$ cat src/rtl/wb_retire_stage.sv
// wb_retire_stage: writeback/retire stage with register-file write, retire counter and trace stream.
// Optional trace buffer is enabled by defining WB_TRACE_FIFO_EN; by default the trace is unbuffered.
module wb_retire_stage #(
    parameter int DATA_W      = 32,
    parameter int AW          = 5,
    parameter int PC_W        = 32,
    parameter int TRACE_DEPTH = 4,
    parameter int CNT_W       = 32,
    localparam int BE_W       = DATA_W / 8,
    localparam int IN_W       = BE_W + AW + DATA_W + PC_W,
    localparam int RF_W       = BE_W + AW + DATA_W
) (
    input  logic              clk,
    input  logic              rst,
    input  logic              ma_validout,
    input  logic [IN_W-1:0]   ma_to_wb_bus,
    output logic              wb_allowin,
    input  logic              flush,
    output logic [RF_W-1:0]   wb_regfile_bus,
    output logic              wb_valid,
    output logic [AW-1:0]     wb_dest,
    output logic              trace_valid,
    input  logic              trace_ready,
    output logic [PC_W-1:0]   trace_pc,
    output logic [BE_W-1:0]   trace_we,
    output logic [AW-1:0]     trace_wnum,
    output logic [DATA_W-1:0] trace_wdata,
    output logic [CNT_W-1:0]  retire_cnt
);

    if (TRACE_DEPTH < 2 || (TRACE_DEPTH & (TRACE_DEPTH - 1)) != 0 || DATA_W % 8 != 0) begin : g_param_err
        $error("wb_retire_stage: TRACE_DEPTH must be a power of two >= 2 and DATA_W a multiple of 8");
    end

    logic              valid_q, valid_d;
    logic [IN_W-1:0]   bus_q, bus_d;
    logic [CNT_W-1:0]  cnt_q, cnt_d;
    logic              readygo;
    logic              retire;
    logic [BE_W-1:0]   wstrb;
    logic [AW-1:0]     dest;
    logic [DATA_W-1:0] result;
    logic [PC_W-1:0]   pc;

    assign {wstrb, dest, result, pc} = bus_q;
    assign wb_allowin     = ~valid_q | readygo | flush;
    assign retire         = valid_q & readygo & ~flush;
    assign wb_regfile_bus = {retire ? wstrb : {BE_W{1'b0}}, dest, result};
    assign wb_valid       = valid_q;
    assign wb_dest        = (valid_q & |wstrb) ? dest : {AW{1'b0}};
    assign retire_cnt     = cnt_q;

    // Stage register next state: flush kills both the held and any incoming instruction
    always_comb begin
        valid_d = wb_allowin ? (ma_validout & ~flush) : valid_q;
        bus_d   = (ma_validout & wb_allowin) ? ma_to_wb_bus : bus_q;
        cnt_d   = retire ? cnt_q + CNT_W'(1) : cnt_q;
    end

    // Stage register and retire counter
    always_ff @(posedge clk or negedge rst) begin
        if (!rst) begin
            valid_q <= 1'b0;
            bus_q   <= '0;
            cnt_q   <= '0;
        end else begin
            valid_q <= valid_d;
            bus_q   <= bus_d;
            cnt_q   <= cnt_d;
        end
    end

`ifdef WB_TRACE_FIFO_EN
    localparam int PW = $clog2(TRACE_DEPTH);
    localparam int CW = PW + 1;
    localparam int TW = PC_W + BE_W + AW + DATA_W;

    logic [TW-1:0] mem_q [TRACE_DEPTH];
    logic [TW-1:0] mem_d [TRACE_DEPTH];
    logic [PW-1:0] wp_q, wp_d, rp_q, rp_d;
    logic [CW-1:0] tc_q, tc_d;
    logic          pop;

    // readygo comes only from the registered fill level, so trace_ready never reaches wb_allowin
    assign readygo     = tc_q != CW'(TRACE_DEPTH);
    assign trace_valid = tc_q != '0;
    assign pop         = trace_valid & trace_ready;
    assign {trace_pc, trace_we, trace_wnum, trace_wdata} = trace_valid ? mem_q[rp_q] : {TW{1'b0}};

    // Circular buffer: each retire pushes its entry, each handshake pops the head
    always_comb begin
        mem_d = mem_q;
        if (retire) mem_d[wp_q] = {pc, wstrb, dest, result};
        wp_d = wp_q + PW'(retire);
        rp_d = rp_q + PW'(pop);
        tc_d = tc_q + CW'(retire) - CW'(pop);
    end

    // Trace buffer storage and pointers
    always_ff @(posedge clk or negedge rst) begin
        if (!rst) begin
            for (int i = 0; i < TRACE_DEPTH; i++) mem_q[i] <= '0;
            wp_q <= '0;
            rp_q <= '0;
            tc_q <= '0;
        end else begin
            mem_q <= mem_d;
            wp_q  <= wp_d;
            rp_q  <= rp_d;
            tc_q  <= tc_d;
        end
    end
`else
    assign readygo     = trace_ready;
    assign trace_valid = valid_q & ~flush;
    assign {trace_pc, trace_we, trace_wnum, trace_wdata} =
        trace_valid ? {pc, wstrb, dest, result} : {(PC_W + BE_W + AW + DATA_W){1'b0}};
`endif

endmodule
$ cat config.mk
export PLATFORM = sky130hd
export DESIGN_NAME = wb_retire_stage
export DESIGN_NICKNAME = d
export VERILOG_FILES = /design/src/rtl/wb_retire_stage.sv
export SDC_FILE = /design/constraint.sdc
export NUM_CORES = 1
export LEC_CHECK = 0
export ABC_AREA = 1
export CORE_AREA = 3 3 114 116
export DETAILED_ROUTE_END_ITERATION = 12
export DIE_AREA = 0 0 117 119
export DONT_BUFFER_PORTS = 1
export GPL_ROUTABILITY_DRIVEN = 0
export PLACE_DENSITY = 0.68
export SKIP_CTS_REPAIR_TIMING = 1
export SYNTH_ARGS = -nofsm -noshare
export SYNTH_HDL_FRONTEND = slang
export SYNTH_SLANG_ARGS = --single-unit
$ cat constraint.sdc
create_clock -name clk -period 1.7 [get_ports clk]
set_clock_uncertainty 0.05 [all_clocks]
set_input_delay 0.34 -clock clk [delete_from_list [all_inputs] [get_ports clk]]
set_output_delay 0.34 -clock clk [all_outputs]
set_load 0.02 [all_outputs]
# Word-level counts from Yosys, hierarchy flattened
# Index checks and enable logic that the tools add are counted.
[word_totals] ff_bits=106 out_inout_bits=154 word_cells=18
[classes] reduce_logical=1 n_addsub=1 n_mux=3 n_bitwise=10
[ops] cell="$mux W73" n=1
[ops] cell="$add A32 B1 Y32 const B" n=1
[ops] cell="$and A1 B1 Y1" n=6
[ops] cell="$mux W5" n=1
[ops] cell="$mux W4" n=1
[ops] cell="$reduce_or A4 Y1" n=1
[ops] cell="$not A1 Y1" n=2
[ops] cell="$or A1 B1 Y1" n=2

# Longest topological paths before layout
# Gate-level depths: netlist (run 1).
[logic_depth] word_depth=4 ltp_mapped=9

# Worst setup path after synthesis (run 1)
# Ideal clock, no wire load.
[synth_path] path_type="register to output" start="register valid_q (netlist: wb_valid)" end="output trace_pc[0]" path_stages_with_launch=7 arrival_time_ns=1.520 path_slack_ns=-0.210 t_required_ns=1.310 n_path_buf=2 cell_sequence="dfrtp_1 inv_1 nor2_2 inv_2 clkbuf_1 clkbuf_1 nor2_1"
[synth_via] elab_chain_cells=2
[synth_lines] element="from (decl)" line="35" source="logic valid_q, valid_d;"
[synth_lines] element="from (signal assigned)" line="67" source="valid_q <= valid_d;"
[synth_lines] element="$and A1 B1 Y1" line="115" source="assign trace_valid = valid_q & ~flush;"
[synth_lines] element="net trace_valid" line="22" source="output logic trace_valid,"
[synth_lines] element="$mux W73" line="117" source="trace_valid ? {pc, wstrb, dest, result} : {(PC_W + BE_W + AW + DATA_W){1'b0}};"
[synth_lines] element="to (decl)" line="24" source="output logic [PC_W-1:0] trace_pc,"
# The timed path passes the listed nets, and every way through them passes these cells.

# Final worst setup path (run 1)
[layout_path] start="register valid_q (netlist: wb_valid)" end="output trace_wdata[24]"
[layout_via] elab_chain_cells=2
[layout_lines] element="$and A1 B1 Y1" line="115"
[layout_lines] element="$mux W73" line="117"
[layout_lines] element="to (decl)" line="27" source="output logic [DATA_W-1:0] trace_wdata,"
# No other way between the ends.

==> metrics.csv, run 1 <==
stage;metric;value;unit
critical_path;critical_path.most_common_cell;sky130_fd_sc_hd__buf_4;
finish;post_route_cells_drive_above_1_share;40.7;%
finish;number_of_nets_in_the_finished_design;834;
place;total_of_buffers_placed_on_input_and_output_ports;0;
die;die_h;119;um
drt;post_drt_via_cell_ratio;5.04;
logic_synthesis;post_synth_fa_ha_maj_area_fraction;0.222;%
drt;first_iter_violations;251;
critical_path;worst_setup_end_kind;primary output;
timing;final.min_clock_period;1.94;ns
finish;nFillCells;972;
drt;num_vias;4573;
pwr;power_leakage;3.63;nW
finish;most_common_cell_after_layout_fill_and_taps_aside;sky130_fd_sc_hd__nor2_1;
drt;ant_nets;0;
die;fp-row-count;40;
grt;grt_max_degree;107;
critical_path;worstPathRequired;1.31;ns
clock_tree;worst_setup_hold_path_clk_slew;0.07;ns
pwr;switchingPower;2.05;mW
timing;worst_slew_pin_slew;0.415;ns
run_status;violations;negative hold slack, negative setup slack;
drt;avgRoutedWirePerCell;17.0;um
timing;max_freq;515;MHz
grt;grt_pass1_wl;21800;um
place;detailedPlacementHpwl;10700;um
finish;area_growth;31.3;%
die;coreArea;0.0120;mm2
clock_tree;cts.sink_count;106;
finish;layout_common_cells;sky130_fd_sc_hd__nor2_1, sky130_fd_sc_hd__inv_1, sky130_fd_sc_hd__dfrtp_1, sky130_fd_sc_hd__buf_4, sky130_fd_sc_hd__a21oi_2;
place;place_ws;0.00881;ns
pwr;internal-power;4.45;mW
critical_path;critical_path_arrival;1.55;ns
logic_synthesis;synth_nets;743;
critical_path;worstPathCellList;inv_2 -> nor2_4 -> inv_4 -> buf_12 -> buf_4 -> nor2_1 -> buf_4;
pwr;pwr_density_cell;878;mW/mm2
logic_synthesis;synth_sequential_area_ratio;47.0;%
timing;tns;-13.42;ns
timing;post_route_clock_period_utilization;114;%
clock_tree;number_of_buffers_on_the_longest_clock_path;2;
pwr;vdd_ir_drop_max;567;uV
logic_synthesis;post_synth.cell_area_avg;8.49;um2
timing;unrepaired_setup_endpoints_after_global_routing;true;
timing;finalMaxSlewViolations;0;
logic_synthesis;yosys-mux-area-fraction;0;%
pwr;power.switching_fraction;31.6;%
pwr;pwr-share-clk;31.9;%
place;placed_cells_incl_taps;877;
drt;wirelength;15400;um
hold_path;min-delay-path-class;input pin to asynchronous set/reset pin;
drt;drt_pass1_iterations;4;
flow_run;timing.max_cap.violations;0;
critical_path;crit_path_max_incr_delay;0.39;ns
timing;setup_slack;-0.242;ns
pwr;p_comb_share;21.6;%
finish;postLayoutCellArea;0.00740;mm2
grt;first_global_vias;4611;
place;placement.cell_area;0.00630;mm2
logic_synthesis;netlist.area_leader.share;47.0;%
clock_tree;cts_root_buf;sky130_fd_sc_hd__clkbuf_16;
die;fp.dieW;117;um
timing;maxSlewHeadroom;72.3;%
die;total_die_area;0.0139;mm2
logic_synthesis;ys_seq_elements;106;
timing;finalSetupViolations;80;
logic_synthesis;postSynthCellCount;664;
finish;final-instance-count-excl-fill;907;
timing;fin_worst_hold_slack;-0.363;ns
clock_tree;cts.htree.levels;3;
grt;number_of_antenna_violations_at_the_first_check_in_global_routing;0;
finish;antenna-diode-count;0;
logic_synthesis;synth-simple-area-share;20.6;%
logic_synthesis;post_synth_xor_area_fraction;3.42;%
critical_path;critical_path_cell_with_the_highest_stage_delay;sky130_fd_sc_hd__dfrtp_2;
clock_tree;clock_latency;0.34;ns
logic_synthesis;syn-cell-area;0.00564;mm2
logic_synthesis;yosysTopAreaCell;sky130_fd_sc_hd__dfrtp_1;
pwr;power.share.sequential;46.5;%
logic_synthesis;synth_top_family_by_area;simple AND/OR/NAND/NOR gates;
logic_synthesis;synth.area.top_cells;sky130_fd_sc_hd__dfrtp_1, sky130_fd_sc_hd__nor2_1, sky130_fd_sc_hd__a21oi_2, sky130_fd_sc_hd__inv_1, sky130_fd_sc_hd__buf_4;
clock_tree;cts-buffers-inserted;9;
grt;grt_usage;19.5;%
drt;drc_errors;0;
critical_path;crit_fanout;11;
timing;final-hold-violation-count;106;
critical_path;worstSetupStartpointType;flop;
critical_path;timing.critical_path.from;wb_valid;
run_status;run_status;finished with violations;
clock_tree;cts_tree;done;
die;boundaryPins;232;
die;start_util;46.9;%
grt;grt_overflow;0;
critical_path;timing.setup.critical_path_class;flop to primary output;
logic_synthesis;share_of_the_synthesized_area_in_compound_gates_ao_oa_aoi_oai;11.3;%
critical_path;regToRegStartpoint;wb_valid;
logic_synthesis;synth-warning-count;0;
logic_synthesis;synth_cell_types;25;
[worst max-delay path: cells and delay by family, from the launching register on]
kind	cells	cell delay (ns)
buffers and inverters	5	0.60
AND/OR/NAND/NOR	2	0.22
flip-flops	1	0.39
[state kept, by name (all words and copies together), names as in the netlist]
signal,cells
wb_valid,1
bus_q,73
retire_cnt,32
[power groups by stage]
| stage | clock (mW) | combinational (mW) | sequential [mW] |
|---|---|---|---|
| after floorplan | 0 | 1.02 | 2.96 |
| after global placement | 0 | 1.11 | 3.05 |
| after detailed placement | 0 | 1.15 | 3.06 |
| after CTS | 2.13 | 1.15 | 3.01 |
| after global routing | 2.24 | 1.51 | 3.05 |
| final | 2.07 | 1.41 | 3.02 |
[cells by family after synthesis]
group	Yosys count
buffers and inverters	172
AOI/OAI and AO/OA	77
and+or+nand+nor	286
xor gates and xnor gates	22
DFF	106
adders and majority gates	1
[cells in the mapped netlist (all sizes together)]
cell type / count
or2: 1
clkbuf: 8
a21oi: 73
o21ai: 3
nor3: 5
and2: 1
xor2: 11
nand4: 8
dfrtp: 106
nand3b: 2
nand3: 20
nor2: 186
ha: 1
xnor2: 11
o21bai: 1
buf: 54
nand2: 63
inv: 110
[layout make-up]
type | instances | area [um2] | share of cell area [%]
Multi-Input combinational cell | 386 | 2470 | 33.4
Timing Repair Buffer | 142 | 1380 | 18.6
Clock inverter | 3 | 21.3 | 0.287
Clock buffer | 13 | 280 | 3.79
Inverter | 110 | 418 | 5.65
Tap cell | 147 | 184 | 2.48
Sequential cell | 106 | 2660 | 35.9
[layer usage]
metal  vias to the layer above  GRT usage, %  part of all wire (%)
met3                        38          5.39                   7.7
li1                       2152             -                     -
met2                       172          34.5                    53
met4                         0          8.67                   3.1
met1                      2211          21.4                    36
met5                         -             0                     0
[path summary, 6_finish.rpt]
kind | end | slack, ns | cells past startpoint
worst max-delay path | trace_wdata[24] | -0.24 | 7
worst min-delay path | bus_q[50] | -0.36 | 0
worst max register to register | bus_q[49] | 0.07 | 8
worst min register to register | bus_q[28] | 0.47 | 2
max in group asynchronous | bus_q[30] | 1.75 | 0
min in group clk | wb_valid | 0.07 | 1
[stage by stage]
step                      utilization, %  total power [mW]
final                               61.6              6.50
after global routing                61.6              6.80
after CTS                           55.0              6.29
after detailed placement            52.4              4.21
after global placement              52.4              4.16
after floorplan                        -              3.98
(Power assumes the default switching activity.)
==> run 2: changes to the inputs <==
--- a/config.mk
+++ b/config.mk
@@ -7,6 +7,8 @@
 export LEC_CHECK = 0
 export ABC_AREA = 1
 export CORE_AREA = 3 3 114 116
+export CTS_CLUSTER_DIAMETER = 200
+export CTS_CLUSTER_SIZE = 16
 export DETAILED_ROUTE_END_ITERATION = 12
 export DIE_AREA = 0 0 117 119
 export DONT_BUFFER_PORTS = 1
==> results of run 2 <==
No change in the layout: final DEF, timing and power equal those of run 1.
==> run 3: changes to the inputs <==
--- a/config.mk
+++ b/config.mk
@@ -15,6 +15,7 @@
 export GPL_ROUTABILITY_DRIVEN = 0
 export PLACE_DENSITY = 0.68
 export SKIP_CTS_REPAIR_TIMING = 1
+export SLEW_MARGIN = 20
 export SYNTH_ARGS = -nofsm -noshare
 export SYNTH_HDL_FRONTEND = slang
 export SYNTH_SLANG_ARGS = --single-unit
==> results of run 3 <==
No change in the layout: final DEF, timing and power equal those of run 1.
